$ cat config.mk
export PLATFORM = sky130hd
export DESIGN_NAME = i2c_master_bit_controller_flat
export DESIGN_NICKNAME = d
export VERILOG_FILES = /design/src/rtl/i2c_master_bit_controller_if.sv /design/src/rtl/i2c_master_bit_controller.sv /design/src/flat_wrapper.sv
export SDC_FILE = /design/constraint.sdc
export NUM_CORES = 1
export LEC_CHECK = 0
export ABC_AREA = 1
export CORE_ASPECT_RATIO = 0.9
export CORE_MARGIN = 2
export CORE_UTILIZATION = 45
export CTS_CLUSTER_DIAMETER = 30
export DETAILED_ROUTE_END_ITERATION = 10
export HOLD_SLACK_MARGIN = 0.05
export PLACE_DENSITY = 0.69
export SLEW_MARGIN = 5
export SYNTH_ARGS = -nofsm -noshare
export SYNTH_HDL_FRONTEND = slang
export SYNTH_SLANG_ARGS = --single-unit
$ cat constraint.sdc
create_clock -name clk_i -period 2 [get_ports clk_i]
set_input_delay 0.3 -clock clk_i [delete_from_list [all_inputs] [get_ports clk_i]]
set_output_delay 0.3 -clock clk_i [all_outputs]
set_load 0.05 [all_outputs]
$ cat src/rtl/i2c_master_bit_controller_if.sv
// Requester and pad signals of the I2C bit-level master engine.
// Latency: none, wires only.
// Backpressure: cmd_i is held by the requester until cmd_ack_o.
interface i2c_master_bit_controller_if;
  logic        ena_i;
  logic [15:0] clk_cnt_i;
  logic [3:0]  cmd_i;
  logic        cmd_ack_o;
  logic        busy_o;
  logic        al_o;
  logic        dat_i;
  logic        dat_o;
  logic        scl_i;
  logic        sda_i;
  logic        scl_o;
  logic        sda_o;
  logic        scl_dir_o;
  logic        sda_dir_o;

  modport slave (
    input  ena_i, clk_cnt_i, cmd_i, dat_i, scl_i, sda_i,
    output cmd_ack_o, busy_o, al_o, dat_o, scl_o, sda_o, scl_dir_o, sda_dir_o
  );

  modport master (
    output ena_i, clk_cnt_i, cmd_i, dat_i, scl_i, sda_i,
    input  cmd_ack_o, busy_o, al_o, dat_o, scl_o, sda_o, scl_dir_o, sda_dir_o
  );
endinterface

$ cat src/rtl/i2c_master_bit_controller.sv
// I2C bit engine: START/STOP/WRITE/READ primitives on open-drain pads, busy and arbitration detect.
// Latency: 5 (START) or 4 phases of clk_cnt_i+1 cycles each, plus up to one phase to latch the command.
// Backpressure: slave clock stretching or ena_i=0 freezes prescaler and FSM; cmd_i held until cmd_ack_o.
module i2c_master_bit_controller (
  input logic                       clk_i,
  input logic                       rst_n_i,
  i2c_master_bit_controller_if.slave bus
);

  localparam logic [3:0] CMD_START = 4'b0001;
  localparam logic [3:0] CMD_STOP  = 4'b0010;
  localparam logic [3:0] CMD_WRITE = 4'b0100;
  localparam logic [3:0] CMD_READ  = 4'b1000;

  typedef enum logic [4:0] {
    ST_IDLE,
    ST_STA_A, ST_STA_B, ST_STA_C, ST_STA_D, ST_STA_E,
    ST_STO_A, ST_STO_B, ST_STO_C, ST_STO_D,
    ST_WR_A,  ST_WR_B,  ST_WR_C,  ST_WR_D,
    ST_RD_A,  ST_RD_B,  ST_RD_C,  ST_RD_D
  } state_t;

  state_t      state_q, state_d;
  logic [1:0]  scl_sync_q, sda_sync_q;
  logic [2:0]  scl_flt_q, sda_flt_q;
  logic        sscl, ssda, dscl_q, dsda_q;
  logic        sta_cond_q, sto_cond_q, busy_q, dout_q;
  logic [15:0] cnt_q;
  logic        clk_en_q, slave_wait, adv, sda_chk;
  logic        scl_dir_q, scl_dir_d, sda_dir_q, sda_dir_d;
  logic        ack_q, ack_d, al_q, al_d, din_q, din_d;

  assign sscl = (scl_flt_q[0] & scl_flt_q[1]) | (scl_flt_q[0] & scl_flt_q[2]) |
                (scl_flt_q[1] & scl_flt_q[2]);
  assign ssda = (sda_flt_q[0] & sda_flt_q[1]) | (sda_flt_q[0] & sda_flt_q[2]) |
                (sda_flt_q[1] & sda_flt_q[2]);

  // Filters reset to the idle-bus level so no spurious edge follows reset.
  always_ff @(posedge clk_i or negedge rst_n_i) begin
    if (!rst_n_i) begin
      scl_sync_q <= 2'b11;
      sda_sync_q <= 2'b11;
      scl_flt_q  <= 3'b111;
      sda_flt_q  <= 3'b111;
      dscl_q     <= 1'b1;
      dsda_q     <= 1'b1;
      sta_cond_q <= 1'b0;
      sto_cond_q <= 1'b0;
      busy_q     <= 1'b0;
      dout_q     <= 1'b0;
    end else begin
      scl_sync_q <= {scl_sync_q[0], bus.scl_i};
      sda_sync_q <= {sda_sync_q[0], bus.sda_i};
      scl_flt_q  <= {scl_flt_q[1:0], scl_sync_q[1]};
      sda_flt_q  <= {sda_flt_q[1:0], sda_sync_q[1]};
      dscl_q     <= sscl;
      dsda_q     <= ssda;
      sta_cond_q <= sscl & dscl_q & dsda_q & ~ssda;
      sto_cond_q <= sscl & dscl_q & ~dsda_q & ssda;
      if (sta_cond_q)
        busy_q <= 1'b1;
      else if (sto_cond_q)
        busy_q <= 1'b0;
      if (sscl && !dscl_q)
        dout_q <= ssda;
    end
  end

  // SCL released by us but still seen low: a slave is stretching the clock.
  assign slave_wait = ~scl_dir_q & ~sscl;

  always_ff @(posedge clk_i or negedge rst_n_i) begin
    if (!rst_n_i) begin
      cnt_q    <= 16'd0;
      clk_en_q <= 1'b0;
    end else if (!bus.ena_i || slave_wait) begin
      cnt_q    <= bus.clk_cnt_i;
      clk_en_q <= 1'b0;
    end else if (cnt_q == 16'd0) begin
      cnt_q    <= bus.clk_cnt_i;
      clk_en_q <= 1'b1;
    end else begin
      cnt_q    <= cnt_q - 16'd1;
      clk_en_q <= 1'b0;
    end
  end

  assign adv     = clk_en_q & bus.ena_i;
  assign sda_chk = (state_q == ST_WR_B) || (state_q == ST_WR_C) || (state_q == ST_STA_B);

  always_ff @(posedge clk_i or negedge rst_n_i) begin
    if (!rst_n_i) begin
      state_q   <= ST_IDLE;
      scl_dir_q <= 1'b0;
      sda_dir_q <= 1'b0;
      ack_q     <= 1'b0;
      al_q      <= 1'b0;
      din_q     <= 1'b0;
    end else begin
      state_q   <= state_d;
      scl_dir_q <= scl_dir_d;
      sda_dir_q <= sda_dir_d;
      ack_q     <= ack_d;
      al_q      <= al_d;
      din_q     <= din_d;
    end
  end

  always_comb begin
    state_d   = state_q;
    scl_dir_d = scl_dir_q;
    sda_dir_d = sda_dir_q;
    ack_d     = 1'b0;
    din_d     = din_q;
    // Released SDA read back low while SCL is high means another master won.
    al_d = (sda_chk & ~sda_dir_q & sscl & ~ssda) |
           (sto_cond_q & (state_q != ST_IDLE) & (bus.cmd_i != CMD_STOP));
    if (al_d) begin
      state_d   = ST_IDLE;
      scl_dir_d = 1'b0;
      sda_dir_d = 1'b0;
    end else if (adv) begin
      case (state_q)
        ST_IDLE: begin
          case (bus.cmd_i)
            CMD_START: begin
              state_d   = ST_STA_A;
              sda_dir_d = 1'b0;
            end
            CMD_STOP: begin
              state_d   = ST_STO_A;
              scl_dir_d = 1'b1;
              sda_dir_d = 1'b1;
            end
            CMD_WRITE: begin
              state_d   = ST_WR_A;
              scl_dir_d = 1'b1;
              sda_dir_d = ~bus.dat_i;
              din_d     = bus.dat_i;
            end
            CMD_READ: begin
              state_d   = ST_RD_A;
              scl_dir_d = 1'b1;
              sda_dir_d = 1'b0;
            end
            default: ;
          endcase
        end
        ST_STA_A: begin state_d = ST_STA_B; scl_dir_d = 1'b0; sda_dir_d = 1'b0; end
        ST_STA_B: begin state_d = ST_STA_C; scl_dir_d = 1'b0; sda_dir_d = 1'b1; end
        ST_STA_C: begin state_d = ST_STA_D; scl_dir_d = 1'b0; sda_dir_d = 1'b1; end
        ST_STA_D: begin state_d = ST_STA_E; scl_dir_d = 1'b1; sda_dir_d = 1'b1; end
        ST_STA_E: begin state_d = ST_IDLE;  ack_d = 1'b1; end
        ST_STO_A: begin state_d = ST_STO_B; scl_dir_d = 1'b0; sda_dir_d = 1'b1; end
        ST_STO_B: begin state_d = ST_STO_C; scl_dir_d = 1'b0; sda_dir_d = 1'b1; end
        ST_STO_C: begin state_d = ST_STO_D; scl_dir_d = 1'b0; sda_dir_d = 1'b0; end
        ST_STO_D: begin state_d = ST_IDLE;  ack_d = 1'b1; end
        ST_WR_A:  begin state_d = ST_WR_B;  scl_dir_d = 1'b0; sda_dir_d = ~din_q; end
        ST_WR_B:  begin state_d = ST_WR_C;  scl_dir_d = 1'b0; sda_dir_d = ~din_q; end
        ST_WR_C:  begin state_d = ST_WR_D;  scl_dir_d = 1'b1; sda_dir_d = ~din_q; end
        ST_WR_D:  begin state_d = ST_IDLE;  ack_d = 1'b1; end
        ST_RD_A:  begin state_d = ST_RD_B;  scl_dir_d = 1'b0; sda_dir_d = 1'b0; end
        ST_RD_B:  begin state_d = ST_RD_C;  scl_dir_d = 1'b0; sda_dir_d = 1'b0; end
        ST_RD_C:  begin state_d = ST_RD_D;  scl_dir_d = 1'b1; sda_dir_d = 1'b0; end
        ST_RD_D:  begin state_d = ST_IDLE;  ack_d = 1'b1; end
        default:  state_d = ST_IDLE;
      endcase
    end
  end

  assign bus.cmd_ack_o = ack_q;
  assign bus.al_o      = al_q;
  assign bus.busy_o    = busy_q;
  assign bus.dat_o     = dout_q;
  assign bus.scl_o     = 1'b0;
  assign bus.sda_o     = 1'b0;
  assign bus.scl_dir_o = scl_dir_q;
  assign bus.sda_dir_o = sda_dir_q;

endmodule

$ cat src/flat_wrapper.sv
// flat-port wrapper written by rule: the top's interface ports become plain ports
module i2c_master_bit_controller_flat 
  (clk_i, rst_n_i, bus_ena_i, bus_clk_cnt_i, bus_cmd_i, bus_dat_i, bus_scl_i, bus_sda_i, bus_cmd_ack_o, bus_busy_o, bus_al_o, bus_dat_o, bus_scl_o, bus_sda_o, bus_scl_dir_o, bus_sda_dir_o);
  i2c_master_bit_controller_if bus_i ();
  input logic clk_i;
  input logic rst_n_i;
  input wire logic [$bits(bus_i.ena_i)-1:0] bus_ena_i;
  input wire logic [$bits(bus_i.clk_cnt_i)-1:0] bus_clk_cnt_i;
  input wire logic [$bits(bus_i.cmd_i)-1:0] bus_cmd_i;
  input wire logic [$bits(bus_i.dat_i)-1:0] bus_dat_i;
  input wire logic [$bits(bus_i.scl_i)-1:0] bus_scl_i;
  input wire logic [$bits(bus_i.sda_i)-1:0] bus_sda_i;
  output wire logic [$bits(bus_i.cmd_ack_o)-1:0] bus_cmd_ack_o;
  output wire logic [$bits(bus_i.busy_o)-1:0] bus_busy_o;
  output wire logic [$bits(bus_i.al_o)-1:0] bus_al_o;
  output wire logic [$bits(bus_i.dat_o)-1:0] bus_dat_o;
  output wire logic [$bits(bus_i.scl_o)-1:0] bus_scl_o;
  output wire logic [$bits(bus_i.sda_o)-1:0] bus_sda_o;
  output wire logic [$bits(bus_i.scl_dir_o)-1:0] bus_scl_dir_o;
  output wire logic [$bits(bus_i.sda_dir_o)-1:0] bus_sda_dir_o;
  assign bus_i.ena_i = bus_ena_i;
  assign bus_i.clk_cnt_i = bus_clk_cnt_i;
  assign bus_i.cmd_i = bus_cmd_i;
  assign bus_i.dat_i = bus_dat_i;
  assign bus_i.scl_i = bus_scl_i;
  assign bus_i.sda_i = bus_sda_i;
  assign bus_cmd_ack_o = bus_i.cmd_ack_o;
  assign bus_busy_o = bus_i.busy_o;
  assign bus_al_o = bus_i.al_o;
  assign bus_dat_o = bus_i.dat_o;
  assign bus_scl_o = bus_i.scl_o;
  assign bus_sda_o = bus_i.sda_o;
  assign bus_scl_dir_o = bus_i.scl_dir_o;
  assign bus_sda_dir_o = bus_i.sda_dir_o;
  i2c_master_bit_controller u_core (.clk_i(clk_i), .rst_n_i(rst_n_i), .bus(bus_i));
endmodule
=== Yosys cells after proc, flatten, opt, wreduce, memory -nomap -nowiden ===
Cells that the tools add are included.

* Register bits after elaboration: 43
* Output and inout bits: 8
* Word-level logic and storage cells: 121

* Add/sub/neg operators: 1
* Equality and inequality tests: 25
* Mux-type cells: 21
* Bitwise gates (word level): 31
* Reduce and logical (&&, ||, !) cells: 25

{| class="wikitable"
|+ Operators by type and width
! kind !! count
|-
| 5-bit case mux with 14 select lines || 1
|-
| 5-bit by 4-bit equality test with 1-bit output (second input constant) || 8
|-
| 16-bit 2-to-1 mux || 2
|-
| 5-bit by 3-bit equality test with 1-bit output (second input constant) || 4
|-
| 5-bit case mux with 4 select lines || 1
|-
| 1-bit bitwise AND || 18
|-
| 16-bit zero test || 1
|-
| 16-bit by 1-bit subtractor with 16-bit output (second input constant) || 1
|-
| 1-bit 2-to-1 mux || 12
|-
| 5-bit by 2-bit equality test with 1-bit output (second input constant) || 2
|-
| 5-bit equality test (second input constant) || 2
|-
| 5-bit 2-to-1 mux || 2
|-
| 5-bit nonzero test || 2
|-
| 10-bit OR reduction || 1
|-
| 5-bit OR reduction || 2
|-
| 3-bit OR reduction || 3
|-
| 1-bit NOT || 8
|-
| 6-bit by 5-bit != test with 1-bit output (second input constant) || 1
|-
| 1-bit case mux with 3 select lines || 2
|-
| 3-bit AND reduction || 2
|-
| 5-bit by 1-bit equality test with 1-bit output (second input constant) || 1
|-
| 5-bit zero test || 1
|-
| 5-bit by 4-bit != test with 1-bit output (second input constant) || 1
|-
| 1-bit OR || 5
|-
| other kinds (16) || 20
|}

=== Longest topological paths before layout ===
* Word-level depth: 9
* Gate-level depth with buffers: 12

=== Worst setup path after synthesis ===
No wires, ideal clock.

* Path kind: flip-flop to flip-flop
* Start: register u_core.scl_dir_q, in the netlist u_core.bus.scl_dir_o
* End: register u_core.cnt_q[13]
* Library setup time: 82 ps
* Arrival time: 1427 ps
* Setup slack: 491 ps
* Stages on the path, launching flop included: 8
* Buffers on the path: 1
* Clock period less this slack: 1509 ps
* Cell sequence: dfrtp_1 -> inv_1 -> a21boi_2 -> nand2_4 -> inv_4 -> buf_4 -> nor2_1 -> a31oi_1

* Longest elaborated chain between the ends: 4

{| class="wikitable"
|+ Ends and longest elaborated chain
! item !! line !! RTL
|-
| start: declaration || i2c_master_bit_controller.sv:30 || <nowiki>logic scl_dir_q, scl_dir_d, sda_dir_q, sda_dir_d;</nowiki>
|-
| start signal: assignment || i2c_master_bit_controller.sv:101 || <nowiki>scl_dir_q <= scl_dir_d;</nowiki>
|-
| 1-bit NOT || i2c_master_bit_controller.sv:70 || <nowiki>assign slave_wait = ~scl_dir_q & ~sscl;</nowiki>
|-
| 1-bit bitwise AND || i2c_master_bit_controller.sv:70 ||
|-
| 1-bit logical OR || i2c_master_bit_controller.sv:76 || <nowiki>end else if (!bus.ena_i || slave_wait) begin</nowiki>
|-
| 16-bit 2-to-1 mux || i2c_master_bit_controller.sv:76 ||
|-
| end signal: assignment || i2c_master_bit_controller.sv:77 || <nowiki>cnt_q <= bus.clk_cnt_i;</nowiki>
|-
| end signal: assignment || i2c_master_bit_controller.sv:80 || <nowiki>cnt_q <= bus.clk_cnt_i;</nowiki>
|-
| end signal: assignment || i2c_master_bit_controller.sv:83 || <nowiki>cnt_q <= cnt_q - 16'd1;</nowiki>
|-
| end: declaration || i2c_master_bit_controller.sv:28 || <nowiki>logic [15:0] cnt_q;</nowiki>
|}

No other way between the ends.
A chain may end at the register's enable or synchronous reset.

=== Worst setup path in the final report ===
* Start: register u_core.sda_dir_q, in the netlist u_core.bus.sda_dir_o
* End: output port bus_sda_dir_o

{| class="wikitable"
|+ RTL lines
! item !! line !! RTL
|-
| start: declaration || i2c_master_bit_controller.sv:30 ||
|-
| start signal: assignment || i2c_master_bit_controller.sv:102 || <nowiki>sda_dir_q <= sda_dir_d;</nowiki>
|-
| end: declaration || flat_wrapper.sv:20 || <nowiki>output wire logic [$bits(bus_i.sda_dir_o)-1:0] bus_sda_dir_o;</nowiki>
|}

No word-level cell between the ends.

==> flow_summary_export.csv <==
group,metric,value,unit
critical_path,cp.arrival,1.51,ns
die,die_h,74.3,µm
clocking,cts_buffer_depth,2,
clocking,clkTransAtPathRegs,0.09,ns
placed_design,gp_congestion,0.858,
grt,grt_overflow,0,
power_and_ir_drop,power,3260,µW
yosys,ys_types,33,
critical_path,slowest_delay,0.82,ns
routing,avgRoutedWirePerCell,11.9,µm
yosys,synth_edf_count,0,
sta,period_needed,1.81,ns
die,fp.dieW,82.2,µm
finish,multiInputGateArea,0.00115,mm²
critical_path,crit_path_start_kind,"flop",
finish,syn_to_final_growth,17.4,%
status,status,"complete, no violations",
grt,grt_first_pass_wirelength,8.42,mm
die,io_pins,34,
sta,finalSetupTns,0,ns
routing,routed_wirelength,4.93,mm
grt,grtUsageTotal,18.0,%
routing,drtIter0Drc,156,
min_path,worst_hold_path.endpoint,"u_core.sda_sync_q[1]$_DFF_PN1_",
sta,hold_violations,0,
sta,setup_viol,0,
routing,drc,0,
placed_design,portBuffers,31,
clocking,worstSkewPairLatency,0.30,ns
yosys,ys.flop_type,"dfrtp_1",
yosys,yosysTopAreaCell,"dfrtp_1",
min_path,hold_start,"u_core.sda_sync_q[0]$_DFF_PN1_",
min_path,hold_path.class,"flop to flop",
sta,drv_slew,0,
clocking,numClockSinks,43,
yosys,ys_seq_area_share,44.1,%
routing,dr_total_vias,2046,
sta,rsz0062_at_grt,"no",
clocking,h-tree-depth,2,
critical_path,slowest_stage,"clkdlybuf4s50_1",
placed_design,place_hpwl,3.75,mm
finish,seq_area,0.00109,mm²
clocking,cts_buffers,5,
critical_path,required,1.70,ns
critical_path,cp_top_family,"buffers and inverters",
die,start_util,46.8,%
yosys,yosysTopAreaCellShare,31.4,%
finish,antennaDiodeCount,0,
power_and_ir_drop,p_leak,0.00139,µW
yosys,ys_seq_elements,43,
clocking,root_buffer,"clkbuf_8",
critical_path,cp_num_buf_inv,1,
die,dieArea,0.00611,mm²
yosys,syn_avg_cell_area,7.88,µm²
critical_path,r2r_cells,11,
sta,clock.fmax,551,MHz
clocking,tritoncts,"built",
finish,drive_gt1_share,14.7,%
power_and_ir_drop,vdd_drop_max,0.463,mV
clocking,post_cts_resized,0,
finish,num-fill-cells,510,
critical_path,end_kind,"output port",
power_and_ir_drop,power_density,1120,mW/mm²
yosys,synth_common_cells,"nand2_1 (65), nor2_1 (43), nand3_1 (35)",
grt,antenna_found_initial,0,
yosys,syn_inst,314,
critical_path,crit_chain,"clkdlybuf4s50_1",
routing,ant_nets,0,
grt,grt_max_degree,24,
yosys,synthesis.area,0.00247,mm²
die,fp-row-count,25,
routing,vias_per_cell,4.93,
yosys,ys_warn_count,0,
routing,drt_pass1_iterations,4,
job,cap_violations,0,
sta,fin_crit_sh,90.7,%
critical_path,crit_fanout,3,
sta,skew,0.00885,ns
grt,grt_pass1_vias,1909,
min_path,hold_depth,0,
critical_path,crit_type,"flop to output port",
finish,final_core_util,54.9,%
yosys,synth_async_sr_flop_share,100,%
yosys,synth_area_leaders,"dfrtp_1 (31%), dfstp_2 (13%), nand2_1 (9.9%)",
critical_path,worstReg2RegStart,"u_core.state_q[3]$_DFFE_PN0P_",
sta,relSlewSlack,66.5,%
die,core_area,0.00529,mm²
sta,tightestPinTransition,0.500,ns
finish,layout.nets,375,
yosys,synth_most_common_cell,"nand2_1",
critical_path,rr_endpoint,"u_core.bus.sda_dir_o$_DFFE_PN0P_",
critical_path,rrSetupSlack,0.28,ns
## routing by layer
metal	up-vias	share of wire, %	global-route usage [%]
li1	1067	-	-
met1	918	48	24.1
met2	57	45	29.3
met3	4	5.9	3.76
met4	0	1.1	6.11
met5	-	0	0
## cell usage in the layout, fill, tap and decap left out, types with 2 or more instances in the layout
cell type | synthesis | final
nor4_1 | 2 | 2
nor3_1 | 6 | 6
dfstp_2 | 12 | 12
clkdlybuf4s50_1 | 0 | 30
nand2_1 | 65 | 65
o21ai_2 | 3 | 3
nand2_2 | 2 | 2
xnor2_1 | 5 | 5
ha_1 | 2 | 2
dfrtp_1 | 31 | 31
o21ai_0 | 13 | 13
nor2_1 | 43 | 43
inv_1 | 32 | 32
clkbuf_8 | 0 | 5
buf_4 | 6 | 3
inv_2 | 4 | 4
nand4_1 | 6 | 6
nand3_2 | 3 | 3
nand2_4 | 2 | 2
inv_6 | 0 | 3
xor2_1 | 7 | 7
a31oi_1 | 2 | 2
a21oi_1 | 11 | 11
nor2_2 | 8 | 8
nand3_1 | 35 | 35
conb_1 | 1 | 2
## final cells by class
type                    instances  area share (%)
multi-input cells             225            39.8
flip-flops and latches         43            37.6
repair buffers                 35            11.6
inverters                      37            4.87
well taps                      67            2.89
clock buffers                   5            2.37
clock inverters                 3           0.905
## metrics by stage
stage	hold slack (ns)	setup WS (ns)	std cells	area (µm²)
floorplan	0.00441	0.491	315	2480
global placement	0.292	0.239	406	2800
detailed placement	0.295	0.208	406	2800
CTS	0.361	0.170	415	2900
global route	0.369	0.103	415	2900
finish	0.361	0.186	415	2900
## sequential cells by signal, indices dropped and copies added, names as in the netlist
name / flops
u_core.scl_sync_q: 2
u_core.cnt_q: 16
u_core.dsda_q: 1
u_core.bus.cmd_ack_o: 1
u_core.bus.sda_dir_o: 1
u_core.clk_en_q: 1
u_core.sda_sync_q: 2
u_core.din_q: 1
u_core.bus.busy_o: 1
u_core.bus.al_o: 1
u_core.dscl_q: 1
u_core.state_q: 5
u_core.sda_flt_q: 3
u_core.bus.scl_dir_o: 1
u_core.sto_cond_q: 1
u_core.scl_flt_q: 3
u_core.sta_cond_q: 1
u_core.bus.dat_o: 1
## worst max path at each step
stage / start / endpoint / slack (ns) / cells after the start
after floorplan: u_core.bus.scl_dir_o$_DFFE_PN0P_ / u_core.cnt_q[13]$_DFF_PN0_ / 0.49 / 7
final: u_core.bus.sda_dir_o$_DFFE_PN0P_ / bus_sda_dir_o / 0.19 / 1
after detailed placement: bus_cmd_i[0] / u_core.state_q[2]$_DFFE_PN0P_ / 0.21 / 10
after global routing: u_core.scl_flt_q[0]$_DFF_PN1_ / u_core.cnt_q[6]$_DFF_PN0_ / 0.10 / 9
after CTS: u_core.bus.sda_dir_o$_DFFE_PN0P_ / bus_sda_dir_o / 0.17 / 1
after global placement: bus_cmd_i[0] / u_core.state_q[2]$_DFFE_PN0P_ / 0.24 / 10
## repair_timing
action                    CTS  global route
hold endpoints to repair   15             0
hold buffers                1             0
setup buffers               0             0
## cell families (layout without fill, tap and decap cells)
logic type | Yosys count | in the layout | share of synthesized area [%]
other | 1 | 2 | 0.152
buffers and inverters | 47 | 80 | 9.36
adder cells (fa/ha/maj) | 2 | 2 | 1.01
AND/OR/NAND/NOR | 176 | 176 | 33.4
XOR/XNOR | 12 | 12 | 4.25
flip-flops | 43 | 43 | 44.1
AO/OA/AOI/OAI | 33 | 33 | 7.69
## report_power, final
group | internal (µW) | switching (µW) | leakage (µW)
Clock | 259 | 325 | 0.0000495
Combinational | 503 | 915 | 0.000834
Sequential | 1040 | 221 | 0.000504
Total | 1800 | 1460 | 0.00139
No activity file was read; power rests on OpenSTA's default activity.
